$ cat src/rtl/xor_parity_acc.sv
// Serial XOR parity accumulator: folds FRAME_LEN accepted bits into one parity
// result and holds it until the consumer handshakes. Define XOR_PARITY_ACC_ODD_EN for odd parity.
module xor_parity_acc #(
  parameter int FRAME_LEN = 8,
  parameter int CNT_W     = 8
) (
  input  logic             clk,
  input  logic             rst,
  input  logic             in_valid,
  input  logic             in_bit,
  output logic             in_ready,
  output logic             out_valid,
  output logic             out_parity,
  input  logic             out_ready,
  output logic [CNT_W-1:0] frame_pos
);

  typedef enum logic {
    ACCUM = 1'b0,
    HOLD  = 1'b1
  } state_t;

`ifdef XOR_PARITY_ACC_ODD_EN
  localparam logic PARITY_INV = 1'b1;
`else
  localparam logic PARITY_INV = 1'b0;
`endif

  localparam logic [CNT_W-1:0] LAST_POS = CNT_W'(FRAME_LEN - 1);
  localparam logic [CNT_W-1:0] POS_ONE  = CNT_W'(1);

  state_t           state_q, state_d;
  logic             acc_q, acc_d;
  logic [CNT_W-1:0] pos_q, pos_d;
  logic             parity_q, parity_d;
  logic             accept;

  assign accept = in_valid && (state_q == ACCUM);

  always_ff @(posedge clk) begin
    if (rst) begin
      state_q  <= ACCUM;
      acc_q    <= 1'b0;
      pos_q    <= '0;
      parity_q <= 1'b0;
    end else begin
      state_q  <= state_d;
      acc_q    <= acc_d;
      pos_q    <= pos_d;
      parity_q <= parity_d;
    end
  end

  // The last bit of a frame bypasses acc so the result is ready one cycle later.
  always_comb begin
    state_d  = state_q;
    acc_d    = acc_q;
    pos_d    = pos_q;
    parity_d = parity_q;
    unique case (state_q)
      ACCUM: begin
        if (accept) begin
          if (pos_q == LAST_POS) begin
            parity_d = acc_q ^ in_bit ^ PARITY_INV;
            acc_d    = 1'b0;
            pos_d    = '0;
            state_d  = HOLD;
          end else begin
            acc_d = acc_q ^ in_bit;
            pos_d = pos_q + POS_ONE;
          end
        end
      end
      HOLD: begin
        if (out_ready) begin
          state_d = ACCUM;
        end
      end
      default: state_d = ACCUM;
    endcase
  end

  assign in_ready   = (state_q == ACCUM);
  assign out_valid  = (state_q == HOLD);
  assign out_parity = parity_q;
  assign frame_pos  = pos_q;

endmodule
$ cat config.mk
export PLATFORM = sky130hd
export DESIGN_NAME = xor_parity_acc
export DESIGN_NICKNAME = d
export VERILOG_FILES = /design/src/rtl/xor_parity_acc.sv
export SDC_FILE = /design/constraint.sdc
export NUM_CORES = 1
export LEC_CHECK = 0
export ABC_AREA = 1
export BUFFER_PORTS_ARGS = -buffer_cell sky130_fd_sc_hd__buf_2
export CORE_AREA = 2 2 39 41
export CTS_CLUSTER_DIAMETER = 120
export DETAILED_ROUTE_END_ITERATION = 10
export DIE_AREA = 0 0 41 43
export GPL_TIMING_DRIVEN = 0
export PLACE_DENSITY = 0.77
export SETUP_SLACK_MARGIN = 0.4
export SYNTH_ARGS = -nofsm -noshare
export SYNTH_HDL_FRONTEND = slang
export SYNTH_SLANG_ARGS = --single-unit
$ cat constraint.sdc
create_clock -name clk -period 1.36 [get_ports clk]
set_input_delay 0.272 -clock clk [delete_from_list [all_inputs] [get_ports clk]]
set_output_delay 0.272 -clock clk [all_outputs]
set_load 0.05 [all_outputs]
* After elaboration in Yosys (flattened, before gate mapping)
Index checks and enable logic that the tools add are counted.
Cells by class: magnitude comparators 0, bitwise gates (word level) 2, equality and inequality tests 1, $mul 0, div/mod/pow operators 0, mux-type cells 6, add/sub/neg operators 1, shift operators 0, reduce and logical (&&, ||, !) cells 3
Operators by type and width (count):
- adder 8 x 1 -> 8 bit, second input constant | 1
- equality test 8 x 3 -> 1 bit, second input constant | 1
- two-way mux 8 bit | 1
- two-way mux 1 bit | 4
- AND reduction 3 bit | 1
- case mux 1 bit (2 select lines) | 1
- AND reduction 2 bit | 1
- logical AND 1 bit | 1
- inverter 1 bit | 1
- XOR 1 bit | 1
Storage, ports and cells: bits in read-only memories 0, logic and storage cells 17, memories kept 0, memory bits (writable) 0, input port bits 5, flip-flop bits (word level) 11, bits in latches 0, output and inout bits 11

* Depth between registers and ports, before layout
word-level depth 4, depth in mapped cells 8, mapped depth without buffers 8

* Worst setup path after synthesis
No wires, ideal clock.
path type reg-to-reg, start reg pos_q[0], in the netlist frame_pos[0], end reg pos_q[1], in the netlist frame_pos[1], library setup time 0.116 ns, path slack -0.257 ns, cell stages (with the launch flop) 9, arrival 1.501 ns, period minus slack after synthesis 1.617 ns, required time 1.244 ns, path buffers 0, cells stage by stage dfxtp_1 ha_1 nand2_1 inv_1 nand2_1 nor2_2 nand2_1 nand2_1 nor2_1
On the way: word-level cells in the longest chain between the ends 2, elaborated cells on any way between the ends 3, those cells by class 1 x add/sub; 1 x eq/ne; 1 x mux
RTL lines:
- from (decl) | RTL line 34 | logic [CNT_W-1:0] pos_q, pos_d;
- from (signal assigned) | RTL line 49 | pos_q <= pos_d;
- adder 8 x 1 -> 8 bit or equality test 8 x 3 -> 1 bit (tied branches) | RTL line 70, 63
- two-way mux 8 bit * | RTL line 63 | if (pos_q == LAST_POS) begin
Mark *: on every way between the ends. The rest lies on a longest branch, timed or not. A chain may end at the register's enable or synchronous reset.

* Worst setup path after layout
Same ends and word-level chain as after synthesis.

==> flow_metrics.env <==
export IMPL_io_pin_count=16
export IMPL_io_buffers=15
export IMPL_synth_seq_cells=11
export IMPL_max_slew_margin_rel_pct=81.7
export IMPL_die_x_microns=41
export IMPL_cp_data_required_time_ns=1.53
export IMPL_synth_top_area_share_pct=39.8
export IMPL_synth_cell_types=18
export IMPL_synth_compound_area_share_pct=4.98
export IMPL_dp_hpwl_microns=930
export IMPL_antenna_cells=0
export IMPL_finalMaxSlewViolations=0
export IMPL_cts_max_level=1
export IMPL_synth_area_sq_um=553
export IMPL_routed_wl_microns=1590
export IMPL_synth_top_family_by_area="simple AND/OR/NAND/NOR gates"
export IMPL_seq_area_frac_synth_pct=39.8
export IMPL_wl_per_cell_microns=12.7
export IMPL_syn_avg_cell_area_sq_um=6.91
export IMPL_clockBufferDepth=2
export IMPL_synth_xor_area_share_pct=6.33
export IMPL_synth_top_cell_by_area="dfxtp_1"
export IMPL_drtPass1Iterations=2
export IMPL_area_growth_synth_to_final_pct=73.3
export IMPL_fmax_ghz=0.869
export IMPL_tightest_slew_ns=0.274
export IMPL_synthTopCellsByArea="dfxtp_1 (40%), nand2_1 (13%), nor2_1 (10%)"
export IMPL_drc_errors=0
export IMPL_synthesis_nets=86
export IMPL_power_density_nw_per_um2=702
export IMPL_path_clk_slew_ns=0.08
export IMPL_place_congestion=0.739
export IMPL_hp_class="in -> reg"
export IMPL_grt_overflow=0
export IMPL_drive_gt1_share_pct=56.9
export IMPL_vdd_drop_max_uv=375
export IMPL_insertion_delay_ns=0.27
export IMPL_critPathCaptureType="flip-flop"
export IMPL_final_cell_mix="nand2_1 (15), buf_4 (13), nor2_1 (9)"
export IMPL_crit_slowest_cell="dfxtp_4"
export IMPL_final_common_cell="nand2_1"
export IMPL_drt_initial_drc_count=6
export IMPL_die_h_microns=43
export IMPL_critPathMostFrequentCell="nand2_4"
export IMPL_cts_tree="built"
export IMPL_skew_ns=0.00892
export IMPL_leakagePower_nw=0.434
export IMPL_crit_chain="ha_4, nand2_4, inv_2, nand2_2, nor2_4, nand2_4, nand2_4, nor2_1"
export IMPL_dieArea_sq_um=1760
export IMPL_grtUsageTotal_pct=20.0
export IMPL_num_rows=14
export IMPL_synthCells=80
export IMPL_crit_fanout=4
export IMPL_tns_ns=0
export IMPL_grt_max_degree=9
export IMPL_grt_pass1_wl_microns=2350
export IMPL_fin_crit_ns=1.15
export IMPL_nets=116
export IMPL_via_count=623
export IMPL_slowest_delay_ns=0.38
export IMPL_ant_nets=0
export IMPL_synth_mux_area_share_pct=1.81
export IMPL_cts_made_buffers=3
export IMPL_initial_core_util_pct=40.0
export IMPL_rsz0062_at_grt="true"
export IMPL_start_kind="flip-flop"
export IMPL_root_buffer="clkbuf_4"
export IMPL_via_per_inst=4.98
export IMPL_critPathArrivalTime_ns=1.33
export IMPL_grt_pass1_vias=597
export IMPL_hold_violations=0
export IMPL_synth_simple_area_share_pct=37.3
export IMPL_core_area_sq_um=1380
export IMPL_finalSetupViolCount=0
export IMPL_outcome="completed"
export IMPL_clock_sinks=11
export IMPL_synth_adder_area_share_pct=2.26
export IMPL_drv_cap=0
export IMPL_min_period_over_period_pct=84.6
export IMPL_p_total_w=0.000673
export IMPL_path_class="reg -> reg"
export IMPL_antenna_found_initial=0
export IMPL_yosys_warnings=0
export IMPL_cts_hold_buffers=0
## cells in the mapped netlist
cell type / count
ha_1: 1
or2_0: 1
nand2_2: 2
inv_2: 2
o21a_1: 1
xnor2_1: 2
nor2_4: 1
nand3_1: 6
dfxtp_1: 11
nand4_1: 1
nor2_2: 2
xor2_1: 2
nand2_1: 19
a21oi_1: 3
inv_1: 9
mux2i_1: 1
nor2_1: 15
o21ai_1: 1
## critical path: cells and delay by family, from the launching register on
family / cells / cell delay (ns)
DFF: 1 / 0.38
and+or+nand+nor: 6 / 0.48
buffers and inverters: 1 / 0.05
adders and majority gates: 1 / 0.15
## repair_timing
| action | 4_1_cts | 5_1_grt |
|---|---|---|
| pin swaps | 9 | 4 |
| setup buffers | 10 | 0 |
| setup endpoints to repair | 22 | 22 |
| cloned | 0 | 0 |
| resized for setup | 35 | 9 |
## final cells by class
| class | instances | area [sq um] |
|---|---|---|
| multi-input cells | 58 | 372 |
| clock buffers | 3 | 22.5 |
| flip-flops and latches | 11 | 253 |
| inverters | 11 | 48.8 |
| clock inverters | 1 | 5.00 |
| well taps | 16 | 20.0 |
| fillers | 99 | 425 |
| repair buffers | 25 | 238 |
## through the flow
step	util [%]	setup WS [ns]	hold WS [ns]	cells	cell area, sq um
global route	69.3	0.142	0.230	125	958
finish	69.3	0.209	0.242	125	958
global placement	51.5	0.184	0.473	111	713
detailed placement	51.5	0.169	0.476	111	713
floorplan	-	0.151	0.331	80	618
CTS	66.9	0.221	0.238	125	926
## routing by layer
metal | up-vias | track usage, % | wire [microns]
li1 | 307 | - | -
met3 | 6 | 3.66 | 42
met2 | 14 | 34.7 | 895
met1 | 296 | 19.9 | 606
met5 | - | 0 | 0
met4 | 0 | 12.7 | 47
## report_power, final
group | leakage [nW] | switching [W] | internal, W | total, W
Sequential | 0.0965 | 0.0000108 | 0.000320 | 0.000331
Combinational | 0.320 | 0.0000660 | 0.0000459 | 0.000112
Clock | 0.0177 | 0.000121 | 0.000109 | 0.000230
Total | 0.434 | 0.000198 | 0.000475 | 0.000673
## final timing paths
kind,startpoint,to,slack [ns],depth (start not counted)
hold / removal,rst,out_valid,0.24,2
hold reg to reg,out_parity,out_parity,0.50,2
setup / recovery,frame_pos[0],frame_pos[1],0.21,8
setup reg to reg,frame_pos[0],frame_pos[1],0.21,8
## flip-flops by register name, summed over array words and instances, names as in the netlist
| register | count |
|---|---|
| out_parity | 1 |
| frame_pos | 8 |
| acc_q | 1 |
| out_valid | 1 |
## cell families after synthesis
group	after synthesis
DFF	11
adders and majority gates	1
buffers and inverters	11
xor gates and xnor gates	4
AOI/OAI and AO/OA	5
and+or+nand+nor	47
muxes	1
Note: power is estimated with default switching activity, not from simulation.
